### src/rtl/pc_gen_if.sv
// pc_gen_if: fetch-redirect request bus and PC outputs shared by the IF stage and pc_gen.
interface pc_gen_if #(parameter int ADDR_WIDTH = 32);
  logic                  pc_stall;
  logic                  fetch_ready;
  logic                  trap;
  logic                  ex_pc_branch;
  logic [ADDR_WIDTH-1:0] ex_pc_branch_dest;
  logic                  id_jump;
  logic [ADDR_WIDTH-1:0] id_pc_dest;
  logic [ADDR_WIDTH-1:0] pc_out;
  logic                  fetch_valid;
  logic                  pc_redirect;
  logic                  redirect_pending;
  logic                  target_misaligned;
  modport master (
    output pc_stall, fetch_ready, trap, ex_pc_branch, ex_pc_branch_dest, id_jump, id_pc_dest,
    input  pc_out, fetch_valid, pc_redirect, redirect_pending, target_misaligned
  );
  modport slave (
    input  pc_stall, fetch_ready, trap, ex_pc_branch, ex_pc_branch_dest, id_jump, id_pc_dest,
    output pc_out, fetch_valid, pc_redirect, redirect_pending, target_misaligned
  );
endinterface

### src/rtl/pc_gen.sv
// pc_gen: parametrised IF-stage program counter with prioritised redirects and a pending-redirect slot.
module pc_gen #(
  parameter int                    ADDR_WIDTH   = 32,
  parameter int                    PC_STEP      = 1,
  parameter logic [ADDR_WIDTH-1:0] RESET_VECTOR = '0,
  parameter logic [ADDR_WIDTH-1:0] TRAP_VECTOR  = ADDR_WIDTH'(32'h0000_0040)
) (
  input logic   clk,
  input logic   rst,
  pc_gen_if.slave bus
);
  typedef logic [ADDR_WIDTH-1:0] addr_t;
  addr_t       pc, slot_tgt, live_tgt, sel, aligned;
  logic [1:0]  slot_code, live_code;
  logic        fv, redir, mis;
  logic        tadv, adv, trap_go, slot_trap_go, live_go, slot_go, load, capture, mis_nxt;
  assign tadv         = fv & bus.fetch_ready;
  assign adv          = tadv & ~bus.pc_stall;
  assign live_code    = bus.trap ? 2'd3 : bus.ex_pc_branch ? 2'd2 : bus.id_jump ? 2'd1 : 2'd0;
  assign live_tgt     = bus.trap ? TRAP_VECTOR : bus.ex_pc_branch ? bus.ex_pc_branch_dest : bus.id_pc_dest;
  assign trap_go      = bus.trap & tadv;
  assign slot_trap_go = (slot_code == 2'd3) & tadv;
  assign live_go      = (live_code != 2'd0) & adv;
  assign slot_go      = (slot_code != 2'd0) & adv;
  assign load         = trap_go | slot_trap_go | live_go | slot_go;
  // A live EX/ID request is younger than whatever sits in the slot, so it wins over slot codes 1/2.
  assign sel          = trap_go ? TRAP_VECTOR : slot_trap_go ? slot_tgt : live_go ? live_tgt : slot_tgt;
  assign aligned      = (PC_STEP == 4) ? (sel & ~addr_t'(3)) : sel;
  assign mis_nxt      = load & (PC_STEP == 4) & (sel[1:0] != 2'b00);
  assign capture      = ~load & (live_code != 2'd0) & (live_code >= slot_code);
  always_ff @(posedge clk or posedge rst) begin
    if (rst) begin
      pc        <= RESET_VECTOR;
      fv        <= 1'b0;
      redir     <= 1'b0;
      mis       <= 1'b0;
      slot_code <= 2'd0;
      slot_tgt  <= '0;
    end else begin
      fv        <= 1'b1;
      redir     <= load;
      mis       <= mis_nxt;
      pc        <= load ? aligned : adv ? pc + addr_t'(PC_STEP) : pc;
      slot_code <= load ? 2'd0 : capture ? live_code : slot_code;
      slot_tgt  <= load ? '0 : capture ? live_tgt : slot_tgt;
    end
  end
  assign bus.pc_out            = pc;
  assign bus.fetch_valid       = fv;
  assign bus.pc_redirect       = redir;
  assign bus.redirect_pending  = slot_code != 2'd0;
  assign bus.target_misaligned = mis;
endmodule
### src/flat_wrapper.sv
// flat-port wrapper written by rule: the top's interface ports become plain ports
module pc_gen_flat 
#(
  parameter int                    ADDR_WIDTH   = 32,
  parameter int                    PC_STEP      = 1,
  parameter logic [ADDR_WIDTH-1:0] RESET_VECTOR = '0,
  parameter logic [ADDR_WIDTH-1:0] TRAP_VECTOR  = ADDR_WIDTH'(32'h0000_0040)
)
  (clk, rst, bus_pc_stall, bus_fetch_ready, bus_trap, bus_ex_pc_branch, bus_ex_pc_branch_dest, bus_id_jump, bus_id_pc_dest, bus_pc_out, bus_fetch_valid, bus_pc_redirect, bus_redirect_pending, bus_target_misaligned);
  pc_gen_if #(.ADDR_WIDTH(ADDR_WIDTH)) bus_i ();
  input logic clk;
  input logic rst;
  input wire logic [$bits(bus_i.pc_stall)-1:0] bus_pc_stall;
  input wire logic [$bits(bus_i.fetch_ready)-1:0] bus_fetch_ready;
  input wire logic [$bits(bus_i.trap)-1:0] bus_trap;
  input wire logic [$bits(bus_i.ex_pc_branch)-1:0] bus_ex_pc_branch;
  input wire logic [$bits(bus_i.ex_pc_branch_dest)-1:0] bus_ex_pc_branch_dest;
  input wire logic [$bits(bus_i.id_jump)-1:0] bus_id_jump;
  input wire logic [$bits(bus_i.id_pc_dest)-1:0] bus_id_pc_dest;
  output wire logic [$bits(bus_i.pc_out)-1:0] bus_pc_out;
  output wire logic [$bits(bus_i.fetch_valid)-1:0] bus_fetch_valid;
  output wire logic [$bits(bus_i.pc_redirect)-1:0] bus_pc_redirect;
  output wire logic [$bits(bus_i.redirect_pending)-1:0] bus_redirect_pending;
  output wire logic [$bits(bus_i.target_misaligned)-1:0] bus_target_misaligned;
  assign bus_i.pc_stall = bus_pc_stall;
  assign bus_i.fetch_ready = bus_fetch_ready;
  assign bus_i.trap = bus_trap;
  assign bus_i.ex_pc_branch = bus_ex_pc_branch;
  assign bus_i.ex_pc_branch_dest = bus_ex_pc_branch_dest;
  assign bus_i.id_jump = bus_id_jump;
  assign bus_i.id_pc_dest = bus_id_pc_dest;
  assign bus_pc_out = bus_i.pc_out;
  assign bus_fetch_valid = bus_i.fetch_valid;
  assign bus_pc_redirect = bus_i.pc_redirect;
  assign bus_redirect_pending = bus_i.redirect_pending;
  assign bus_target_misaligned = bus_i.target_misaligned;
  pc_gen #(.ADDR_WIDTH(ADDR_WIDTH), .PC_STEP(PC_STEP), .RESET_VECTOR(RESET_VECTOR), .TRAP_VECTOR(TRAP_VECTOR)) u_core (.clk(clk), .rst(rst), .bus(bus_i));
endmodule
### config.mk
export PLATFORM = sky130hd
export DESIGN_NAME = pc_gen_flat
export DESIGN_NICKNAME = d
export VERILOG_FILES = /design/src/rtl/pc_gen_if.sv /design/src/rtl/pc_gen.sv /design/src/flat_wrapper.sv
export SDC_FILE = /design/constraint.sdc
export NUM_CORES = 1
export LEC_CHECK = 0
export CAP_MARGIN = 5
export CORE_UTILIZATION = 54
export CTS_BUF_LIST = sky130_fd_sc_hd__clkbuf_16
export CTS_CLUSTER_DIAMETER = 30
export DETAILED_ROUTE_END_ITERATION = 7
export PLACE_DENSITY = 0.86
export SLEW_MARGIN = 20
export SYNTH_ARGS = -nofsm -noshare
export SYNTH_HDL_FRONTEND = slang
export SYNTH_SLANG_ARGS = --single-unit
### constraint.sdc
create_clock -name clk -period 3.9 [get_ports clk]
set_input_delay 0.78 -clock clk [delete_from_list [all_inputs] [get_ports clk]]
set_output_delay 0.78 -clock clk [all_outputs]
set_load 0.01 [all_outputs]
==> results of run 1 <==
-- cells in the mapped netlist, types with 3 or more instances --
| master | number |
|---|---|
| nand2_1 | 96 |
| dfrtp_1 | 68 |
| nor2_1 | 45 |
| a21oi_1 | 43 |
| mux2i_1 | 40 |
| nand3_1 | 29 |
| mux2_2 | 22 |
| clkbuf_1 | 20 |
| o311ai_0 | 14 |
| o21ai_0 | 13 |
| inv_1 | 11 |
| o211ai_1 | 11 |
| buf_2 | 8 |
| nor3_1 | 8 |
| or4_1 | 7 |
| nand4_1 | 6 |
| a22oi_1 | 5 |
| and3_1 | 5 |
| nor4_1 | 5 |
| a211oi_1 | 4 |
| buf_4 | 3 |
| ha_1 | 3 |
| nand2b_1 | 3 |
| nor4_4 | 3 |
| o221ai_1 | 3 |
-- final timing paths --
check                                                     start                              end  slack [ns]  cells after the start
min in group asynchronous                                   rst  u_core.slot_tgt[29]$_DFFE_PP0P_        0.96                      2
max in group asynchronous                                   rst   u_core.slot_tgt[4]$_DFFE_PP0P_        2.14                      3
worst max-delay path                                   bus_trap   u_core.slot_tgt[4]$_DFFE_PP0P_        1.05                      9
worst min-delay path            u_core.slot_tgt[29]$_DFFE_PP0P_  u_core.slot_tgt[29]$_DFFE_PP0P_        0.52                      2
worst max register to register  u_core.slot_code[1]$_DFFE_PP0P_   u_core.slot_tgt[6]$_DFFE_PP0P_        1.60                      6
worst min register to register  u_core.slot_tgt[29]$_DFFE_PP0P_  u_core.slot_tgt[29]$_DFFE_PP0P_        0.52                      2
-- metrics by stage --
stage | instances | area, sq um
after floorplan | 513 | 4410
after global placement | 701 | 5550
after detailed placement | 701 | 5550
after CTS | 717 | 5830
after global routing | 717 | 5830
final | 717 | 5830
-- cell families (layout without fill, tap and decap cells) --
family | after synthesis | after routing
simple gates | 224 | 224
fa+ha+maj | 3 | 3
buf+inv | 44 | 146
other cells | 2 | 2
compound gates | 110 | 110
mux | 62 | 62
flops | 68 | 68
-- sequential cells by signal, indices dropped and copies added, names as in the netlist --
name	cells
u_core.bus.fetch_valid	1
u_core.bus.pc_out	32
u_core.bus.pc_redirect	1
u_core.slot_code	2
u_core.slot_tgt	32
-- worst register-to-register path, delay by kind of cell, from the launching register on --
family | cells | cell delay [ns]
AO/OA/AOI/OAI | 2 | 0.77
AND/OR/NAND/NOR | 1 | 0.26
buffers and inverters | 3 | 0.74
flip-flops | 1 | 0.42
-- layer usage --
| metal | global-route usage (%) | part of all wire, % | vias up |
|---|---|---|---|
| li1 | - | - | 2063 |
| met1 | 40.9 | 37 | 2171 |
| met2 | 50.7 | 47 | 296 |
| met3 | 4.84 | 9.6 | 54 |
| met4 | 21.4 | 6.2 | 0 |
| met5 | 0 | 0 | - |
-- layout make-up --
type,instances,share of cell area (%)
sequential,68,29.2
inverter,12,0.772
clock inverter,7,1.01
timing repair buffer,118,19.6
tap,102,2.19
multi-input combinational,401,43.4
clock buffer,9,3.86
-- report_power, final --
group	leakage (nW)	total (W)	internal (W)	switching, W
combinational	1.44	0.00123	0.000573	0.000661
sequential	0.894	0.00119	0.000936	0.000258
clock	0.141	0.000787	0.000486	0.000301
==> reports/results.ini, run 1 <==
[synthesis]
synth_edf_count=0
synth_top_family_by_area=simple AND/OR/NAND/NOR gates
yosys.area_share.simple_pct=25.2
synth_fa_ha_area_share_pct=0.851
synth_nets=587
ys_seq_area_share_pct=38.6
synthDominantCellAreaShare_pct=38.6
synthArstFlopShare_pct=100
synth_seq_cells=68
netlist_top_cells_area=dfrtp_1 (39%), mux2i_1 (9.1%), nand2_1 (8.2%)
synth_compound_area_share_pct=16.3
yosys_warnings=0
synth_xor_area_share_pct=0
muxShareOfSynthArea_pct=14.7
synth_top_area_cell=dfrtp_1
yosys_most_used_dff=dfrtp_1
yosys.cell_types.count=52
postSynthAreaPerCell_sq_um=8.60
syn_area_sq_um=4410
synth_cells=513

[floorplanning]
die_x_um=92.4
row_count=32
io_pins=107
start_util_pct=56.5
die_h_um=92.4
die-area_sq_um=8530
coreArea_sq_um=7810

[final_layout]
insertedDiodeCount=0
multiInputGateArea_sq_um=2530
final_nets=684
n_fill_cell=587
final_util_pct=74.7
area_growth_pct=32.2
mostFrequentLayoutCell=clkdlybuf4s50_1
ff_latch_area_sq_um=1700
layout.cells.most_common_list=clkdlybuf4s50_1 (104), nand2_1 (96), dfrtp_1 (68), nor2_1 (44), a21oi_1 (43)
drive_gt1_share_pct=10.6

[critical_path]
crit_chain=clkdlybuf4s50_1 > a21oi_1 > ha_1 > nand2b_1 > a21oi_1 > nand2b_1 > buf_4 > nand2_1 > a21oi_1
cpMostUsedCell=a21oi_1
slowest_delay_ns=0.54
crit_type=input pin to flip-flop
crit_fanout=33
critPathLaunchType=input pin
worstSetupEndpointType=flip-flop
cp_slowest_cell=clkdlybuf4s50_1
crit_family=buffers and inverters
cp.required_ns=4.14
arrival_ns=3.09
critPathBufInv=2

[clocking]
cts.sinks=68
cts_tree=yes
cts_buffers=9
post_cts_resized=0
htree_levels=3
clk_pin_slew_ns=0.06
postCtsSetupBuffers=0
clock_latency_ns=0.33
cts-hold-fix-buffers=0
cts_buffer_depth=2
cts_root_buf=clkbuf_16

[sta]
final-hold-violation-count=0
timing.setup.tns_ns=0
rsz0062_at_grt=no
finalMaxSlewViolations=0
finalCriticalPeriod_ns=2.85
setup_viol=0
finClkSkew_ns=0.00911
worstMarginPinSlew_ns=0.893
relSlewSlack_pct=40.4
worst_hold_slack_ns=0.520
post-route-period-util_pct=73.0
final.setup.worst_slack_ns=1.05
fmax_mhz=351

[drt]
dr.pass1.iters=5
drt_iter0_markers=433
wl_per_cell_um=18.9
via_per_inst=6.39
drc=0
drtAntennaViolNets=0
num_vias=4584
wl_mm=13.5

[outcome]
outcome=finished clean

[power]
p_per_area_nw_per_um2=551
leakage_nw=2.48
ir_drop_mv=0.373
fin_total_pwr_w=0.00322

[placed_design]
place.gp.congestion=0.986
pre_cts_slack_ns=0.775
dp_hpwl_mm=9.59
port_buffers=105

[flow_run]
max-cap-violations=0

[grt]
grt_pass1_vias=4351
gr-total-overflow=0
grt_pass1_wl_mm=21.3
antenna_found_initial=0
grt_max_degree=41
grt_usage_pct=32.1

[hold_path]
min_path_type=flip-flop to flip-flop

No activity file was read; power rests on OpenSTA's default activity.
==> run 2: changes to the inputs <==
CORE_UTILIZATION = 46   (was 54)
PLACE_DENSITY = 0.78   (was 0.86)
clock period = 2.5 ns   (was 3.9 ns; I/O delays follow)
==> run 2 against run 1 <==
Effect of this change:
- routed wire length increased by 4.7%
- global-route usage shrank 2.4 points
- die area up 17%
- final area grew 5.6%
- sequential share of layout area down 1.5 points
- critical path depth is the same
- non-clock buffer count up 26
- largest cell class unchanged
- largest power group unchanged
==> reports/results.ini, run 2 (same netlist as run 1, synthesis figures left out) <==
[drt]
drtAntennaViolNets=0  ; unchanged
drc=0  ; unchanged
drt_iter0_markers=319  ; -26%
via_per_inst=5.95  ; -6.9%
wl_mm=14.2  ; +4.7%
dr.pass1.iters=5  ; unchanged
num_vias=4584  ; unchanged
wl_per_cell_um=18.4  ; -2.5%

[power]
ir_drop_mv=0.475  ; +27%
p_int_w=0.00345  ; +73%
p_sw_w=0.00197  ; +62%
p_per_area_nw_per_um2=881  ; +60%
p_comb_share_pct=38.4  ; about the same
switching_share_pct=36.4  ; -1.6 points
clock_power_share_pct=27.2  ; +2.7 points
leakage_nw=2.64  ; +6.4%
p_seq_share_pct=34.3  ; -2.8 points

[floorplanning]
row_count=35  ; +9.4%
coreArea_sq_um=9280  ; +19%
die_h_um=99.9  ; +8.2%
die-area_sq_um=9990  ; +17%
start_util_pct=47.5  ; -9.0 points
die_x_um=99.9  ; +8.2%
io_pins=107  ; unchanged

[clocking]
cts_buffers=9  ; unchanged
cts_buffer_depth=2  ; unchanged
htree_levels=3  ; unchanged
cts_tree=yes
clk_pin_slew_ns=0.06  ; about the same
cts_root_buf=clkbuf_16
cts.sinks=68  ; unchanged
clock_latency_ns=0.33  ; about the same

[sta]
finClkSkew_ns=0.00603  ; -0.00309 ns
final.setup.worst_slack_ns=0.145  ; -0.908 ns
worstMarginPinSlew_ns=0.512  ; -0.381 ns
post-route-period-util_pct=94.2
final-hold-violation-count=0  ; unchanged
finalMaxSlewViolations=0  ; unchanged
relSlewSlack_pct=65.8  ; +25 points
finalCriticalPeriod_ns=2.35
rsz0062_at_grt=no
fmax_mhz=425
setup_viol=0  ; unchanged

[critical_path]
crit_fanout=33  ; unchanged
cp.required_ns=2.74  ; -1.40 ns
worstSetupEndpointType=flip-flop
crit_type=input pin to flip-flop
arrival_ns=2.59  ; -0.50 ns
critPathLaunchType=input pin

[flow_run]
max-cap-violations=0  ; unchanged

[placed_design]
pre_cts_slack_ns=-0.146  ; -0.921 ns
dp_hpwl_mm=10.1  ; +5.8%
port_buffers=105  ; unchanged
place.gp.congestion=0.960  ; -2.7%
dp.cells=754  ; +7.6%

[final_layout]
layout.cells.most_common_list=clkdlybuf4s50_1 (104), nand2_1 (96), dfrtp_1 (68), nor2_1 (43), a21oi_1 (43)
drive_gt1_share_pct=14.8  ; +4.3 points
insertedDiodeCount=0  ; unchanged
final_nets=710  ; +3.8%
final_cells=770  ; +7.4%
mostFrequentLayoutCell=clkdlybuf4s50_1
area_growth_pct=39.6
n_fill_cell=794  ; +35%

[grt]
antenna_found_initial=0  ; unchanged
grt_pass1_vias=4459  ; +2.5%
grt_pass1_wl_mm=22.9  ; +8.0%
grt_max_degree=49  ; +20%
gr-total-overflow=0  ; unchanged
grt_usage_pct=29.7  ; -2.4 points

[outcome]
outcome=finished clean

[hold_path]
min_path_type=flip-flop to flip-flop

## run 2: through the flow
step	TNS, ns	cell area [sq um]	power, W	hold slack (ns)	util (%)
2_1_floorplan	0	4420	0.00287	0.497	-
3_3_place_gp	-0.869	5820	0.00384	0.506	62.7
3_5_place_dp	-4.74	5820	0.00391	0.515	62.7
4_1_cts	0	6160	0.00541	0.524	66.3
5_1_grt	0	6160	0.00570	0.544	66.3
6_report	0	6160	0.00543	0.521	66.3
## run 2: repair_timing
item	CTS	global route
hold buffers	0	0
setup endpoints to repair	0	2
setup buffers	0	0
resized for setup	0	2
## run 2: per-layer routing
metal	part of all wire [%]	global-route usage, %	vias to the layer above
met5	0	0	-
met4	3.4	11.3	0
met3	7.3	5.43	36
met2	50	50.5	226
met1	39	37.7	2207
li1	-	-	2115
## run 2: power by group through the flow
stage	logic, W	registers [W]	clock network [W]
floorplan	0.00104	0.00183	0
global placement	0.00201	0.00183	0
detailed placement	0.00206	0.00185	0
CTS	0.00208	0.00184	0.00148
global route	0.00226	0.00190	0.00154
finish	0.00209	0.00186	0.00148
## run 2: critical path: stages
cell	delay [ns]
clkdlybuf4s50_1	0.49
a21oi_1	0.24
ha_1	0.27
nand2b_1	0.14
a21oi_1	0.27
nand2b_1	0.20
buf_12	0.20
nand2_1	0.07
a21oi_1	0.21
## run 2: cell type report
cell class	instances	area, sq um	share of cell area, %
tap	129	161	2.62
sequential	68	1700	27.6
timing repair buffer	144	1380	22.3
clock inverter	7	115	1.87
inverter	12	45.0	0.731
multi-input combinational	401	2530	41.2
clock buffer	9	225	3.66
## run 2: path summary, 6_finish.rpt
kind                       slack [ns]  cells after the start                              from                           endpoint
max                              0.15                      9                       bus_id_jump    u_core.slot_tgt[13]$_DFFE_PP0P_
min                              0.52                      2   u_core.slot_tgt[30]$_DFFE_PP0P_    u_core.slot_tgt[30]$_DFFE_PP0P_
max reg2reg                      0.26                      6  u_core.bus.pc_out[0]$_DFFE_PP0P_  u_core.bus.pc_out[28]$_DFFE_PP0P_
min reg2reg                      0.52                      2   u_core.slot_tgt[30]$_DFFE_PP0P_    u_core.slot_tgt[30]$_DFFE_PP0P_
max in group asynchronous        1.69                      3                               rst    u_core.slot_code[1]$_DFFE_PP0P_
min in group asynchronous        0.54                      3                               rst    u_core.slot_tgt[20]$_DFFE_PP0P_
==> run 3: changes to the inputs <==
CORE_ASPECT_RATIO = 1.75   (was default)
TNS_END_PERCENT = 1   (was default)
==> run 3 against run 2 <==
Effect of this change:
- fmax fell by 0.16%
- flip-flop and latch count unchanged
- worst setup slack got worse by 0.0038 ns
- power down 0.10%
- routed wire length grew 1.9%
- critical path type unchanged
- largest power group unchanged
- combinational power barely moved
==> reports/results.ini, run 3 (same netlist as run 1, synthesis figures left out) <==
[critical_path]
slowest_delay_ns=0.48  ; about the same
arrival_ns=2.58  ; about the same
crit_type=input pin to flip-flop
cp_slowest_cell=clkdlybuf4s50_1
cp.required_ns=2.72  ; -0.02 ns
crit_fanout=26  ; -21%
worstSetupEndpointType=flip-flop
critPathLaunchType=input pin
crit_chain=clkdlybuf4s50_1 > buf_4 > or3_1 > nand3_1 > buf_12 > mux2_2 > a221o_1

[final_layout]
final_nets=712  ; +0.28%
fin_area_sq_um=6210  ; +0.79%
layout.cells.most_common_list=clkdlybuf4s50_1 (104), nand2_1 (96), dfrtp_1 (68), nor2_1 (44), a21oi_1 (41)
final_util_pct=67.4  ; +1.1 points
area_growth_pct=40.7
mostFrequentLayoutCell=clkdlybuf4s50_1
final_cells=763  ; -0.91%
drive_gt1_share_pct=15.4  ; +0.58 points
insertedDiodeCount=0  ; unchanged

[drt]
met2_length_mm=7.71  ; +9.0%
dr_wl_met3_um=782  ; -25%
met1_length_mm=4.83  ; -13%
num_vias=4665  ; +1.8%
drc=0  ; unchanged
wl_mm=14.4  ; +1.9%
dr.pass1.iters=5  ; unchanged
highest_layer=met4
drtAntennaViolNets=0  ; unchanged
drt_iter0_markers=396  ; +24%
via_per_inst=6.11  ; +2.7%
wl_per_cell_um=18.9  ; +2.8%

[sta]
setup_viol=0  ; unchanged
final-hold-violation-count=0  ; unchanged
post-route-period-util_pct=94.3  ; +0.15 points
finClkSkew_ns=0.00758  ; +0.00156 ns
rsz0062_at_grt=yes
finalCriticalPeriod_ns=2.36  ; +0.00381 ns
worstMarginPinSlew_ns=0.729  ; +0.217 ns
timing.setup.tns_ns=0  ; unchanged
finalMaxSlewViolations=0  ; unchanged
fmax_mhz=424  ; -0.16%
relSlewSlack_pct=51.3  ; -15 points

[outcome]
outcome=finished clean

[clocking]
cts.sinks=68  ; unchanged
cts_tree=yes
htree_levels=3  ; unchanged
cts_buffer_depth=2  ; unchanged
cts-hold-fix-buffers=0  ; unchanged
post_cts_resized=0  ; unchanged
cts_root_buf=clkbuf_16
postCtsSetupBuffers=0  ; unchanged
clock_latency_ns=0.34  ; about the same
clk_pin_slew_ns=0.05  ; about the same
cts_buffers=9  ; unchanged

[power]
p_per_area_nw_per_um2=873  ; -0.89%
ir_drop_mv=0.508  ; +7.0%
fin_total_pwr_w=0.00542  ; -0.10%
leakage_nw=2.65  ; +0.63%

[floorplanning]
die_x_um=76.0  ; -24%
row_count=46  ; +31%
die-area_sq_um=10000  ; +0.16%
start_util_pct=47.9  ; +0.39 points
io_pins=107  ; unchanged
die_h_um=132  ; +32%
coreArea_sq_um=9210  ; -0.81%

[grt]
grt_pass1_wl_mm=23.1  ; +0.81%
grt_usage_pct=29.9  ; +0.16 points
grt_pass1_vias=4619  ; +3.6%
antenna_found_initial=0  ; unchanged
gr-total-overflow=0  ; unchanged
grt_max_degree=69  ; +41%

[placed_design]
place_area_sq_um=5850  ; +0.58%
port_buffers=105  ; unchanged
dp.cells=747  ; -0.93%
place.gp.congestion=0.945  ; -1.6%
dp_hpwl_mm=10.6  ; +4.7%

[flow_run]
max-cap-violations=0  ; unchanged

[hold_path]
min_path_type=flip-flop to flip-flop

==> run 3: changes by cell type in the layout (fill, tap and decap cells not counted), sizes merged <==
| cell | change |
|---|---|
| buf | +2 |
==> run 3: path summary, 6_finish.rpt <==
kind | from | to | slack [ns] | cells after the start
worst min register to register | u_core.slot_tgt[15]$_DFFE_PP0P_ | u_core.slot_tgt[15]$_DFFE_PP0P_ | 0.52 | 2
min in group asynchronous | rst | u_core.bus.pc_out[26]$_DFFE_PP0P_ | 0.53 | 3
worst max register to register | u_core.bus.pc_out[0]$_DFFE_PP0P_ | u_core.bus.pc_out[30]$_DFFE_PP0P_ | 0.30 | 6
worst max-delay path | bus_trap | u_core.bus.pc_out[5]$_DFFE_PP0P_ | 0.14 | 7
max in group asynchronous | rst | u_core.slot_tgt[7]$_DFFE_PP0P_ | 1.63 | 3
worst min-delay path | u_core.slot_tgt[15]$_DFFE_PP0P_ | u_core.slot_tgt[15]$_DFFE_PP0P_ | 0.52 | 2
==> run 3: through the flow <==
step	hold slack (ns)	worst slack, ns
6_report	0.520	0.142
5_1_grt	0.543	-0.0108
4_1_cts	0.522	0.00445
3_5_place_dp	0.514	-0.285
3_3_place_gp	0.506	-0.506
2_1_floorplan	0.497	0.0440
==> run 3: worst max-delay path, delay by kind of cell <==
family | cells | cell delay [ns]
mux | 1 | 0.38
buf+inv | 3 | 0.87
compound gates | 1 | 0.34
simple gates | 2 | 0.48
==> run 3: routing by layer <==
metal	up-vias	track usage [%]
met5	-	0
met4	0	23.2
met3	63	4.86
met2	236	53.9
met1	2244	30.1
li1	2122	-
==> run 3: layout make-up <==
class | count | area, sq um
clock buffers | 9 | 225
clock inverters | 7 | 115
fillers | 760 | 3000
inverters | 12 | 45.0
multi-input cells | 401 | 2550
flip-flops and latches | 68 | 1700
well taps | 120 | 150
repair buffers | 146 | 1420
==> run 3: where the power goes <==
part / switching (W) / total [W] / internal [W]
Clock: 0.000495 / 0.00147 / 0.000970
Sequential: 0.000401 / 0.00186 / 0.00146
Combinational: 0.00107 / 0.00210 / 0.00102
